### config.mk
export PLATFORM = sky130hd
export DESIGN_NAME = t4l4_flat
export DESIGN_NICKNAME = d
export VERILOG_FILES = /design/src/rtl/t4l4_pkg.sv /design/src/rtl/t4l4_if.sv /design/src/rtl/t4l4_cmp_slice.sv /design/src/rtl/t4l4.sv /design/src/flat_wrapper.sv
export SDC_FILE = /design/constraint.sdc
export NUM_CORES = 1
export LEC_CHECK = 0
export ABC_AREA = 1
export CORE_AREA = 2 2 39 41
export CTS_BUF_LIST = sky130_fd_sc_hd__clkbuf_4 sky130_fd_sc_hd__clkbuf_8 sky130_fd_sc_hd__clkbuf_16
export DETAILED_ROUTE_END_ITERATION = 10
export DIE_AREA = 0 0 41 43
export HOLD_SLACK_MARGIN = 0.12
export PLACE_DENSITY = 0.43
export RECOVER_POWER = 50
export SYNTH_ARGS = -nofsm -noshare
export SYNTH_HDL_FRONTEND = slang
export SYNTH_SLANG_ARGS = --single-unit
### constraint.sdc
create_clock -name clk -period 0.85 [get_ports clk]
set_input_delay 0.17 -clock clk [delete_from_list [all_inputs] [get_ports clk]]
set_output_delay 0.17 -clock clk [all_outputs]
set_load 0.005 [all_outputs]
### src/rtl/t4l4_pkg.sv
`default_nettype none
// ============================================================================
// Module   : t4l4_pkg
// Brief    : Shared width constant and flag type for the t4l4 comparator.
// Revision : 1.0
// ============================================================================
package t4l4_pkg;

  localparam int T4L4_WIDTH = 4;

  typedef struct packed {
    logic gt;
    logic eq;
  } cmp_flags_t;

endpackage : t4l4_pkg
`default_nettype wire

### src/rtl/t4l4_if.sv
`default_nettype none
// ============================================================================
// Module   : t4l4_if
// Brief    : Operand and flag bundle between a driver and the t4l4 comparator.
// Revision : 1.0
// ============================================================================
interface t4l4_if
  import t4l4_pkg::*;
#(
  parameter int WIDTH = T4L4_WIDTH
) ();

  logic [WIDTH-1:0] A;
  logic [WIDTH-1:0] B;
  logic             out1;
  logic             out2;

  modport master (output A, output B, input out1, input out2);
  modport slave  (input A, input B, output out1, output out2);

endinterface : t4l4_if
`default_nettype wire

### src/rtl/t4l4_cmp_slice.sv
`default_nettype none
// ============================================================================
// Module   : cmp_slice
// Brief    : One-bit magnitude-compare slice, chained from MSB towards LSB.
// Revision : 1.0
// ============================================================================
module cmp_slice
  import t4l4_pkg::*;
(
  input  logic a,
  input  logic b,
  input  logic gt_in,
  input  logic eq_in,
  output logic gt_out,
  output logic eq_out
);

  // A higher bit already decided "greater"; otherwise this bit decides if still tied.
  assign gt_out = gt_in | (eq_in & a & ~b);
  assign eq_out = eq_in & ~(a ^ b);

endmodule : cmp_slice
`default_nettype wire

### src/rtl/t4l4.sv
`default_nettype none
// ============================================================================
// Module   : t4l4
// Brief    : Registered unsigned comparator: out1 = (A > B), out2 = (A == B).
// Revision : 1.0
// ============================================================================
module t4l4
  import t4l4_pkg::*;
#(
  parameter int WIDTH = T4L4_WIDTH
) (
  input logic   clk,
  input logic   rst,
  t4l4_if.slave bus
);

  // Index WIDTH is the seed entering the MSB slice; index 0 is the LSB result.
  logic [WIDTH:0] w_gt;
  logic [WIDTH:0] w_eq;
  cmp_flags_t     r_flags;

  assign w_gt[WIDTH] = 1'b0;
  assign w_eq[WIDTH] = 1'b1;

  generate
    for (genvar i = WIDTH - 1; i >= 0; i--) begin : g_slice
      cmp_slice u_slice (
        .a      (bus.A[i]),
        .b      (bus.B[i]),
        .gt_in  (w_gt[i+1]),
        .eq_in  (w_eq[i+1]),
        .gt_out (w_gt[i]),
        .eq_out (w_eq[i])
      );
    end
  endgenerate

  always_ff @(posedge clk or posedge rst) begin
    if (rst) begin
      r_flags <= '0;
    end else begin
      r_flags.gt <= w_gt[0];
      r_flags.eq <= w_eq[0];
    end
  end

  assign bus.out1 = r_flags.gt;
  assign bus.out2 = r_flags.eq;

endmodule : t4l4
`default_nettype wire

### src/flat_wrapper.sv
// flat-port wrapper written by rule: the top's interface ports become plain ports
module t4l4_flat import t4l4_pkg::*;
#(
  parameter int WIDTH = T4L4_WIDTH
)
  (clk, rst, bus_A, bus_B, bus_out1, bus_out2);
  t4l4_if #(.WIDTH(WIDTH)) bus_i ();
  input logic clk;
  input logic rst;
  input wire logic [$bits(bus_i.A)-1:0] bus_A;
  input wire logic [$bits(bus_i.B)-1:0] bus_B;
  output wire logic [$bits(bus_i.out1)-1:0] bus_out1;
  output wire logic [$bits(bus_i.out2)-1:0] bus_out2;
  assign bus_i.A = bus_A;
  assign bus_i.B = bus_B;
  assign bus_out1 = bus_i.out1;
  assign bus_out2 = bus_i.out2;
  t4l4 #(.WIDTH(WIDTH)) u_core (.clk(clk), .rst(rst), .bus(bus_i));
endmodule
==> implementation parameters <==
Parameter                              Value

Status
  Violated checks ... negative setup slack
  Status ... finished, violations left

Route
  Iteration count of the initial detailed-routing pass ... 1
  Wire per inst ... 6.491 um
  Vias post-DR ... 201
  Starting DRC count in detailed routing ... 0
  Final wirelength ... 370 um
  Antenna viol nets, final ... 0
  Detailed-route vias per instance ... 3.526
  Remaining routing DRC violations ... 0

Pwr
  Total leakage power ... 0.1879 nW
  Max VDD drop ... 279.9 uV
  Total design power ... 0.0004470 W
  Power Dens Cells ... 1258 mW/mm^2

GRT
  Overflow left after global routing ... 0
  Largest net degree at the start of global routing ... 4
  Initial antenna violation count ... 0
  Global-route usage over all layers ... 5.517%
  Wire length of the first global-routing pass ... 600 um
  Via count of the first global-routing pass ... 185

Critical path
  List of cells traversed by the critical path ... buf_2
  Worst setup EP type ... output pin
  Setup Crit Path Kind ... reg2out
  Crit path launch type ... flip-flop
  Critical-path top delay cell ... sky130_fd_sc_hd__dfrtp_1
  Cell class contributing the biggest share of worst-path delay ... flip-flops
  Delay of the slowest cell on the worst path ... 0.34 ns
  Arrival time of the worst setup path ... 0.69 ns
  CP max FO ... 1
  Critical Path RT ... 0.68 ns
  Buf+Inv Stages, Crit Path ... 1

Final layout
  Count of nets after finishing ... 54
  Non-Filler Cell Area, Final ... 355.3 sq um
  Most common library cell in the layout ignoring fill and taps ... sky130_fd_sc_hd__inv_1
  Ratio of cells with drive above 1 in the final layout ... 43.90%
  Area Overhead vs Synth ... 95.86%
  Number of antenna repair diodes ... 0
  Count of placed standard cells in the final layout, fillers left out ... 57

Clock network
  Root Driver ... sky130_fd_sc_hd__clkbuf_4
  Number of CTS-inserted buffers ... 3
  TritonCTS sink count ... 2
  Clock transition at the register clock pins on the worst setup and hold paths after CTS ... 0.03 ns
  Bufs on Longest Clock Path ... 2
  H-tree depth reported by CTS ... 1
  Post-CTS Repair Setup Buffers ... 0
  Clock tree from TritonCTS ... yes

Floorplanning
  Die area ... 0.001763 sq mm
  Floorplan die width ... 41 um
  Count of pins on the block boundary ... 12
  Vertical die dimension ... 43 um
  Total number of placement rows ... 14
  Placeable Area ... 0.001384 sq mm
  Effective utilization at floorplan ... 13.11%

Yosys
  Avg Inst Size Synth ... 6.978 sq um
  Share of the synthesized area in the top cell type ... 27.59%
  Library cell occupying the most area in the post-synthesis netlist ... sky130_fd_sc_hd__dfrtp_1
  Biggest area contributors in the synthesized netlist ... sky130_fd_sc_hd__dfrtp_1 28%, sky130_fd_sc_hd__inv_1 12%, sky130_fd_sc_hd__nand2_1 8.3%
  Number of flip-flops and latches in the synthesized netlist ... 2
  Sequential element share of the synthesized area ... 27.59%
  Count of warnings emitted by yosys ... 0
  Number of instances in the synthesized netlist ... 26
  Net count after synthesis ... 37
  Synth unique cells ... 13
  Cell area after synthesis ... 181.4 sq um

Min path
  Hold Crit Class ... in2reg
  Worst hold start ... bus_A[1]
  Number of instances on the worst hold path ... 4
  Worst-case hold path end point ... u_core.bus.out2

Run
  Count of max-cap constraint violations ... 0

STA
  Fin Hold WS ... 0.3158 ns
  Count of final max-slew check failures ... 0
  Slack of the critical path ... -0.007465 ns
  Total count of hold-check failures in the final report ... 0
  Rel. slew slack ... 88.22%
  Maximum achievable frequency ... 1.166 GHz
  RSZ-0062 raised after global routing ... yes
  Final critical delay including setup and external delays ... 0.8575 ns
  Period Utilization, post-route ... 100.9%
  Worst-margin pin slew ... 0.1759 ns
  Final setup viols ... 1

Placed design
  Final Wtd Congestion ... 0.6125
  Placed wire-length estimate ... 302.9 um
  Placed cell area ... 324.1 sq um
  Buffers on Ports ... 11
  Placed insts ... 53
[flip-flops by register name, indices dropped and copies added, names as in the netlist]
signal,flops
u_core.bus.out1,1
u_core.bus.out2,1
[Yosys cell counts]
cell and n:
sky130_fd_sc_hd__nand2_1 4, sky130_fd_sc_hd__xnor2_1 1, sky130_fd_sc_hd__inv_1 6, sky130_fd_sc_hd__nor2_1 3, sky130_fd_sc_hd__nor2_4 1, sky130_fd_sc_hd__nor2_2 1
sky130_fd_sc_hd__nand3_1 2, sky130_fd_sc_hd__nand2_2 2, sky130_fd_sc_hd__o21bai_1 1, sky130_fd_sc_hd__dfrtp_1 2, sky130_fd_sc_hd__ha_1 1, sky130_fd_sc_hd__inv_2 1
sky130_fd_sc_hd__nand3_2 1
[repair_timing]
| item | 4_1_cts | 5_1_grt |
|---|---|---|
| hold buffers | 1 | 0 |
| pin swaps | 4 | 3 |
| hold endpoints to repair | 2 | 0 |
| endpoints found under the setup margin | 4 | 4 |
| resized for setup | 17 | 5 |
[layer usage]
layer	part of all wire [%]	up-vias	global-route usage, %
met5	0	-	0
met4	3.2	0	6.000
met3	9.5	2	3.141
met2	52	9	8.438
met1	35	82	4.167
li1	-	108	-
[stage by stage]
step,util (%),TNS (ns),worst slack [ns]
3_5_place_dp,23.42,-1.131,-0.4604
6_report,25.68,-0.007465,-0.007465
3_3_place_gp,23.42,-1.131,-0.4625
5_1_grt,25.68,-0.07166,-0.04515
4_1_cts,25.50,-0.03183,-0.02200
2_1_floorplan,-,0,0.03130
[final cells by class]
type	count	area [sq um]
fill	166	1028
tap	16	20.02
timing repair buffer	12	103.9
sequential	2	50.05
multi-input combinational	17	130.1
inverter	7	28.78
clock buffer	3	22.52
[how the worst max path moves through the flow]
stage	start	endpoint	slack (ns)	depth (start not counted)
floorplan	bus_B[3]	u_core.bus.out1	0.03	6
global placement	bus_B[3]	u_core.bus.out1	-0.46	7
detailed placement	bus_B[3]	u_core.bus.out1	-0.46	7
CTS	u_core.bus.out2	bus_out2	-0.02	1
global route	u_core.bus.out2	bus_out2	-0.05	1
finish	u_core.bus.out2	bus_out2	-0.007	1
[logic make-up (layout without fill, tap and decap cells)]
| logic type | Yosys count | count (layout) | share of synthesized area (%) |
|---|---|---|---|
| buffers and inverters | 7 | 22 | 14.48 |
| adder cells (fa/ha/maj) | 1 | 1 | 6.895 |
| flip-flops | 2 | 2 | 27.59 |
| AO/OA/AOI/OAI | 1 | 1 | 4.139 |
| XOR/XNOR | 1 | 1 | 4.828 |
| AND/OR/NAND/NOR | 14 | 14 | 42.07 |
[report_power, final]
| part | switching [W] | total, W | internal, W |
|---|---|---|---|
| Combinational | 0.0000587 | 0.000130 | 0.0000712 |
| Clock | 0.0000562 | 0.000212 | 0.000156 |
| Sequential | 0.00000132 | 0.000105 | 0.000104 |
| Total | 0.000116 | 0.000447 | 0.000331 |
Power figures use the tool's default switching activity.
